`src/rtl/player_life_controller_pkg.sv`:
```
// Shared types for the player life controller: life-cycle state encoding and lives width.
package player_pkg;

    localparam int LIVES_W = 3;

    typedef enum logic [2:0] {
        IDLE      = 3'd0,
        PLAY      = 3'd1,
        HIT       = 3'd2,
        RESPAWN   = 3'd3,
        GAME_OVER = 3'd4
    } player_state_t;

endpackage

```
`src/rtl/player_life_controller_frame_counter.sv`:
```
// Frame-pulse counter with synchronous clear; done flags the pulse that reaches the terminal value.
module frame_counter #(
    parameter int CNT_W = 7
) (
    input  logic             clk,
    input  logic             reset,
    input  logic             clear,
    input  logic             startOfFrame,
    input  logic [CNT_W-1:0] terminal,
    output logic [CNT_W-1:0] count,
    output logic             done
);

    // done is independent of clear so the owner can use it to drive clear
    assign done = startOfFrame && (count == terminal - 1'b1);

    always_ff @(posedge clk or posedge reset) begin
        if (reset) begin
            count <= '0;
        end else if (clear) begin
            count <= '0;
        end else if (startOfFrame) begin
            count <= count + 1'b1;
        end
    end

endmodule

```
`src/rtl/player_life_controller.sv`:
```
// Player life-cycle sequencer: lives, hit/respawn timing, movement gating and sprite visibility.
module player_life_controller
    import player_pkg::*;
#(
    parameter int INITIAL_LIVES = 3,
    parameter int HIT_FRAMES    = 30,
    parameter int INVULN_FRAMES = 60,
    parameter int BLINK_FRAMES  = 4
) (
    input  logic               clk,
    input  logic               reset,
    input  logic               startOfFrame,
    input  logic               startGame,
    input  logic               left,
    input  logic               right,
    input  logic               collision,
    input  logic               god_mode,
    output logic               moveLeft,
    output logic               moveRight,
    output logic               respawn,
    output logic               playerVisible,
    output logic [LIVES_W-1:0] lives,
    output logic               gameOver,
    output logic [2:0]         state
);

    localparam int MAX_FRAMES = (HIT_FRAMES > INVULN_FRAMES) ? HIT_FRAMES : INVULN_FRAMES;
    localparam int CNT_W      = $clog2(MAX_FRAMES + 1);

    player_state_t      cur_state, next_state;
    logic [LIVES_W-1:0] lives_next;
    logic               respawn_next;
    logic               start_d, start_rise;
    logic [CNT_W-1:0]   count, terminal, blink_idx;
    logic               clear, done;

    assign start_rise = startGame & ~start_d;
    assign state      = cur_state;
    assign terminal   = (cur_state == HIT) ? CNT_W'(HIT_FRAMES) : CNT_W'(INVULN_FRAMES);
    assign blink_idx  = count / CNT_W'(BLINK_FRAMES);
    // Held at zero outside timed states, and zeroed on the terminal pulse for the next phase
    assign clear      = ((cur_state != HIT) && (cur_state != RESPAWN)) || done;

    frame_counter #(.CNT_W(CNT_W)) u_frame_counter (
        .clk          (clk),
        .reset        (reset),
        .clear        (clear),
        .startOfFrame (startOfFrame),
        .terminal     (terminal),
        .count        (count),
        .done         (done)
    );

    always_ff @(posedge clk or posedge reset) begin
        if (reset) begin
            cur_state <= IDLE;
            lives     <= LIVES_W'(INITIAL_LIVES);
            respawn   <= 1'b0;
            start_d   <= 1'b0;
        end else begin
            cur_state <= next_state;
            lives     <= lives_next;
            respawn   <= respawn_next;
            start_d   <= startGame;
        end
    end

    always_comb begin
        next_state    = cur_state;
        lives_next    = lives;
        respawn_next  = 1'b0;
        moveLeft      = 1'b0;
        moveRight     = 1'b0;
        playerVisible = 1'b0;
        gameOver      = 1'b0;
        case (cur_state)
            IDLE, GAME_OVER: begin
                gameOver = (cur_state == GAME_OVER);
                if (start_rise) begin
                    next_state   = PLAY;
                    lives_next   = LIVES_W'(INITIAL_LIVES);
                    respawn_next = 1'b1;
                end
            end
            PLAY: begin
                playerVisible = 1'b1;
                moveLeft      = left & ~right;
                moveRight     = right & ~left;
                if (collision && !god_mode) begin
                    next_state = HIT;
                    lives_next = (lives == '0) ? '0 : lives - 1'b1;
                end
            end
            HIT: begin
                if (done) begin
                    if (lives == '0) begin
                        next_state = GAME_OVER;
                    end else begin
                        next_state   = RESPAWN;
                        respawn_next = 1'b1;
                    end
                end
            end
            RESPAWN: begin
                playerVisible = ~blink_idx[0];
                moveLeft      = left & ~right;
                moveRight     = right & ~left;
                if (done) begin
                    next_state = PLAY;
                end
            end
            default: next_state = IDLE;
        endcase
    end

endmodule

```
`config.mk`:
```
export PLATFORM = sky130hd
export DESIGN_NAME = player_life_controller
export DESIGN_NICKNAME = d
export VERILOG_FILES = /design/src/rtl/player_life_controller_pkg.sv /design/src/rtl/player_life_controller_frame_counter.sv /design/src/rtl/player_life_controller.sv
export SDC_FILE = /design/constraint.sdc
export NUM_CORES = 1
export LEC_CHECK = 0
export CORE_MARGIN = 2
export CORE_UTILIZATION = 39
export DETAILED_ROUTE_END_ITERATION = 16
export PLACE_DENSITY = 0.72
export SYNTH_ARGS = -nofsm -noshare
export SYNTH_HDL_FRONTEND = slang
export SYNTH_SLANG_ARGS = --single-unit
```
`constraint.sdc`:
```
create_clock -name clk -period 3.2 [get_ports clk]
set_input_delay 0.48 -clock clk [delete_from_list [all_inputs] [get_ports clk]]
set_output_delay 0.48 -clock clk [all_outputs]
set_load 0.05 [all_outputs]
```
==> results of run 1 <==
## cells in the final DEF, fill, tap and decap left out, types with 2 or more instances in the layout
cell / instances
ha_1: 3
nand4_1: 3
dfrtp_1: 12
xor2_1: 3
a21oi_1: 6
clkdlybuf4s50_1: 18
nand2_1: 5
inv_1: 5
o21ai_0: 2
clkbuf_4: 3
nor3b_1: 4
nor4_1: 2
nor3_1: 4
xnor2_1: 2
o21ai_2: 3
nor2_1: 8
dfstp_2: 2
nor2b_1: 3
nand2b_1: 2
## sequential cells by signal, indices dropped and copies added (netlist names)
register / flops
u_frame_counter.count: 6
state: 3
start_d: 1
lives: 3
respawn: 1
## how the worst max path moves through the flow
stage,endpoint,slack (ns),depth (start not counted)
floorplan,moveLeft,0.45,3
global placement,moveLeft,0.78,3
detailed placement,moveLeft,0.72,3
CTS,moveLeft,0.44,3
global route,moveLeft,0.34,3
finish,moveLeft,0.47,3
## final cells by class
type,count,area (sq um),area share (%)
Inverter,5,18.8,1.76
Multi-Input combinational cell,64,443,41.6
Clock buffer,4,36.3,3.41
Timing Repair Buffer,18,180,16.9
Tap cell,27,33.8,3.17
Sequential cell,14,353,33.1
## critical path, stage by stage (launching register included)
cell and delay (ns):
dfrtp_1 0.62, nand2b_1 0.24, nor3b_1 0.26, clkdlybuf4s50_1 0.84
## report_power, final
part / switching (mW) / internal (mW) / total (mW) / leakage (nW)
clock network: 0.0612 / 0.0693 / 0.131 / 0.0210
logic: 0.171 / 0.125 / 0.295 / 0.254
registers: 0.0830 / 0.230 / 0.313 / 0.171
total: 0.315 / 0.423 / 0.738 / 0.447
## kinds of logic after synthesis
group                      count (synthesis)  share of synthesized area, %
AOI/OAI and AO/OA                         16                          12.5
and+or+nand+nor                           39                          29.8
DFF                                       14                          42.4
buffers and inverters                      7                          4.36
adders and majority gates                  3                          4.51
muxes                                      1                          1.20
xor gates and xnor gates                   5                          5.26
## stage by stage
stage | total power [mW] | util [%] | hold slack [ns]
after floorplan | 0.532 | - | 0.368
final | 0.738 | 53.7 | 0.527
after global routing | 0.792 | 53.7 | 0.568
after detailed placement | 0.613 | 51.9 | 0.519
after CTS | 0.745 | 53.7 | 0.543
after global placement | 0.602 | 51.9 | 0.512
## layer usage
metal / GRT usage, % / up-vias / share of wire, %
met4: 4.17 / 0 / 0.54
li1: - / 344 / -
met3: 5.36 / 3 / 5.4
met2: 24.6 / 21 / 45
met5: 0 / - / 0
met1: 19.7 / 336 / 49
==> impl_metrics.csv, run 1 <==
group,metric,value,unit
routing,route.detailed.drc,0,
cts,numCtsBuffers,3,
synthesis,synthCells,85,
cts,clk_latency,0.29,ns
placement,portBuffers,18,
sta,rsz0062_at_grt,"false",
placement,dp.final_hpwl,1220,microns
worst_setup_path,arrival,2.25,ns
cells_and_area,drive_gt1_share,14.3,%
power,p_leak,0.447,nW
cts,cts_root_buf,"clkbuf_4",
worst_setup_path,ff2ff_setup_slack,1.62,ns
cts,cts_max_level,1,
routing,dr.pass1.iters,4,
sta,finClkSkew,0.00887,ns
worst_setup_path,criticalPathCategory,"reg2out",
synthesis,synth.most_common_cell,"dfrtp_1",
global_route,antenna_found_initial,0,
placement,post-place-ws,0.720,ns
synthesis,synth_top_cells_by_area,"dfrtp_1 (36%), dfstp_2 (6.3%), ha_1 (4.5%)",
routing,routed_wl,1660,microns
global_route,grt_pass1_wl,2950,microns
floorplanning,die_y,50.2,microns
placement,place_area,1030,sq um
sta,finalCritPeriodShare,85.3,%
sta,tightestPinTransition,0.533,ns
cells_and_area,fillers,182,
synthesis,syn_area,832,sq um
worst_setup_path,r2r_end,"state[0]",
power,ir_worst_vdd,313,uV
synthesis,seq_area_frac_synth,42.4,%
placement,gp_congestion,0.791,
placement,placed_cells,128,
run,maxCapViolCount,0,
synthesis,synth_edf_count,0,
synthesis,synth_top_area_cell,"dfrtp_1",
synthesis,yosys_warnings,0,
routing,detail-route-antenna-nets,0,
synthesis,yosysTopAreaCellShare,36.1,%
routing,vias_per_cell,5.33,
global_route,grt_overflow_total,0,
global_route,grt_util_all_layers,15.4,%
global_route,grt_max_degree,15,
floorplanning,std_cell_rows,16,
sta,slew_headroom,64.4,%
power,power_density,693,nW/um^2
worst_setup_path,cp_max_fo,13,
worst_setup_path,crit_start,"state[0]",
synthesis,synth_nets,96,
worst_setup_path,ff2ff_path_depth,4,
routing,initialDrtViolationCount,6,
routing,wl_per_cell,12.6,microns
cts,cts_resized,0,
cts,clkSlewWorstSetupHoldPaths,0.09,ns
synthesis,yosysUniqueCellTypes,33,
synthesis,synthArstFlopShare,100,%
sta,hold_violations,0,
cells_and_area,final_area,1060,sq um
cts,clock_sinks,14,
sta,fin_tns_setup,0,ns
floorplanning,die_x,50.2,microns
worst_setup_path,startpoint_type,"flip-flop",
cts,cts_setup_buffers,0,
status,status,"complete, no violations",
cells_and_area,nNetsFinal,117,
cells_and_area,diodes,0,
sta,finalMaxSlewViolations,0,
sta,final-setup-viol-count,0,
routing,vias,704,
sta,worst_slack,0.471,ns
floorplanning,io_pins,19,
synthesis,ys_ff_latch,14,
worst_setup_path,worstSetupEndpointType,"output pin",
sta,finalCriticalPeriod,2.73,ns
floorplanning,coreArea,1980,sq um
cells_and_area,final_cells,132,
synthesis,yosys-top-cells-count,"dfrtp_1 (12), nor2_1 (8), a21oi_1 (6)",
floorplanning,initial_utilization,42.0,%
synthesis,synth_top_flop_cell,"dfrtp_1",
sta,fmax,366,MHz
cts,clock_path_buffers,2,
min_path,hold_path_class,"in2async",
cells_and_area,area_growth,28.0,%
cts,hold_buffers,0,
worst_setup_path,rr_startpoint,"state[0]",
cts,cts_tree,"built",
worst_setup_path,required,2.72,ns
global_route,first_global_vias,675,
synthesis,avgSynthCellArea,9.79,sq um
floorplanning,dieArea,2520,sq um
(Power assumes the default switching activity.)
==> run 2: changes to the inputs <==
CAP_MARGIN = 15   (was default)
==> results of run 2 <==
Same layout as run 1: the final DEF is identical, and so are final timing and power.
==> run 3: changes to the inputs <==
RECOVER_POWER = 25   (was default)
==> run 3 against run 2 <==
Die area unchanged. Sequential power about the same. Flip-flop and latch count unchanged. Sequential share of layout area unchanged. Clock skew unchanged. Critical path type unchanged.
==> impl_metrics.csv, run 3 (same netlist as run 1, synthesis figures left out) <==
group,metric,value,unit
cells_and_area,final_cell_mix,"clkdlybuf4s50_1 (16), dfrtp_1 (12), nor2_1 (8)",
sta,slew_headroom,64.4,%
routing,routed_wl,1660,microns
worst_setup_path,worstSetupEndpointType,"output pin",
floorplanning,std_cell_rows,16,
worst_setup_path,slowest_stage,"clkdlybuf4s50_1",
worst_setup_path,cp_num_buf_inv,1,
cells_and_area,layout_commonest_cell,"clkdlybuf4s50_1",
global_route,grt_pass1_wl,2950,microns
cts,cts_setup_buffers,0,
placement,portBuffers,18,
power,power_density,693,nW/um^2
cts,clk_latency,0.29,ns
cts,cts_root_buf,"clkbuf_4",
worst_setup_path,cp_max_fo,13,
cells_and_area,nNetsFinal,117,
power,swShare,42.7,%
sta,finalCritPeriodShare,85.3,%
cts,cts_max_level,1,
run,maxCapViolCount,0,
sta,rsz0062_at_grt,"false",
cells_and_area,largest_reg_flops,6,
sta,finClkSkew,0.00887,ns
worst_setup_path,critPathMaxStageDelay,0.84,ns
global_route,grt_overflow_total,0,
sta,hold_violations,0,
power,p_leak,0.447,nW
sta,fin_tns_setup,0,ns
cells_and_area,fillers,182,
worst_setup_path,critPathTopFamily,"buffers and inverters",
floorplanning,initial_utilization,42.0,%
routing,vias,704,
power,clkPwrFrac,17.7,%
routing,initialDrtViolationCount,6,
cts,hold_buffers,0,
worst_setup_path,cp_num_cells,3,
worst_setup_path,criticalPathCategory,"reg2out",
cts,numCtsBuffers,3,
sta,final-setup-viol-count,0,
floorplanning,dieArea,2520,sq um
cells_and_area,final_area,1060,sq um
cells_and_area,ff_latch_area,353,sq um
sta,tightestPinTransition,0.533,ns
global_route,grt_max_degree,15,
cts,clkSlewWorstSetupHoldPaths,0.09,ns
routing,vias_per_cell,5.33,
worst_setup_path,arrival,2.25,ns
cells_and_area,diodes,0,
sta,fmax,366,MHz
cells_and_area,drive_gt1_share,14.3,%
power,p_sw,315,uW
global_route,first_global_vias,675,
cells_and_area,area_growth,28.0,%
routing,dr.pass1.iters,4,
power,ir_worst_vdd,313,uV
worst_setup_path,crit_chain,"nand2b_1 > nor3b_1 > clkdlybuf4s50_1",
routing,wl_per_cell,12.6,microns
global_route,grt_util_all_layers,15.4,%
sta,finalCriticalPeriod,2.73,ns
floorplanning,die_x,50.2,microns
sta,finalMaxSlewViolations,0,
routing,detail-route-antenna-nets,0,
placement,dp.final_hpwl,1220,microns
worst_setup_path,startpoint_type,"flip-flop",
cts,clock_path_buffers,2,
global_route,antenna_found_initial,0,
power,intPower,423,uW
routing,route.detailed.drc,0,
cts,cts_resized,0,
status,status,"complete, no violations",
worst_setup_path,ff2ff_path_depth,4,
worst_setup_path,required,2.72,ns
cts,cts_tree,"built",
placement,place_area,1030,sq um
placement,gp_congestion,0.791,
power,share_comb_of_total_power,39.9,%
floorplanning,io_pins,19,
min_path,hold_path_class,"reg2reg",
floorplanning,coreArea,1980,sq um
power,pwr-share-seq,42.4,%
cells_and_area,largest-register,"u_frame_counter.count",
cells_and_area,multi_input_area,443,sq um
floorplanning,die_y,50.2,microns
min_path,hold_path_depth,1,
cts,clock_sinks,14,
## run 3: cell types whose count changed in the layout (fill, tap and decap cells not counted), sizes merged
cell           before  now
clkdlybuf4s50      18   16
dlygate4sd3         0    2
## run 3: worst paths after layout
kind	slack (ns)	end	startpoint
hold / removal	0.54	lives[1]	lives[1]
max in group asynchronous	2.16	lives[0]	reset
hold reg to reg	0.54	lives[1]	lives[1]
min in group asynchronous	0.66	lives[2]	reset
setup reg to reg	1.62	state[0]	state[0]
setup / recovery	0.47	moveLeft	state[0]
## run 3: per-layer routing
layer / vias up / GRT usage [%] / share of wire [%]
met1: 336 / 19.7 / 49
met5: - / 0 / 0
met3: 3 / 5.36 / 5.4
met4: 0 / 4.17 / 0.54
li1: 344 / - / -
met2: 21 / 24.6 / 45
## run 3: worst reg2reg max path: cells and delay by family (launching register included)
kind | cells | cell delay (ns)
AND/OR/NAND/NOR | 2 | 0.72
flip-flops | 1 | 0.62
AO/OA/AOI/OAI | 2 | 0.18
## run 3: layout make-up
type                    instances  area share [%]
clock buffers                   4            3.41
repair buffers                 18            16.9
inverters                       5            1.76
well taps                      27            3.17
multi-input cells              64            41.6
flip-flops and latches         14            33.1
## run 3: stage by stage
stage	hold WS, ns	setup WS [ns]	power, mW	util (%)	cells
finish	0.538	0.471	0.738	53.7	132
CTS	0.543	0.435	0.745	53.7	132
detailed placement	0.519	0.720	0.613	51.9	128
global route	0.576	0.339	0.792	53.7	132
global placement	0.512	0.777	0.602	51.9	128
floorplan	0.368	0.446	0.532	-	85
## run 3: power groups by stage
stage	sequential (mW)	combinational (mW)	clock (mW)
3_5_place_dp	0.315	0.298	0
6_report	0.313	0.295	0.131
3_3_place_gp	0.310	0.292	0
2_1_floorplan	0.337	0.194	0
4_1_cts	0.312	0.298	0.135
5_1_grt	0.324	0.324	0.144
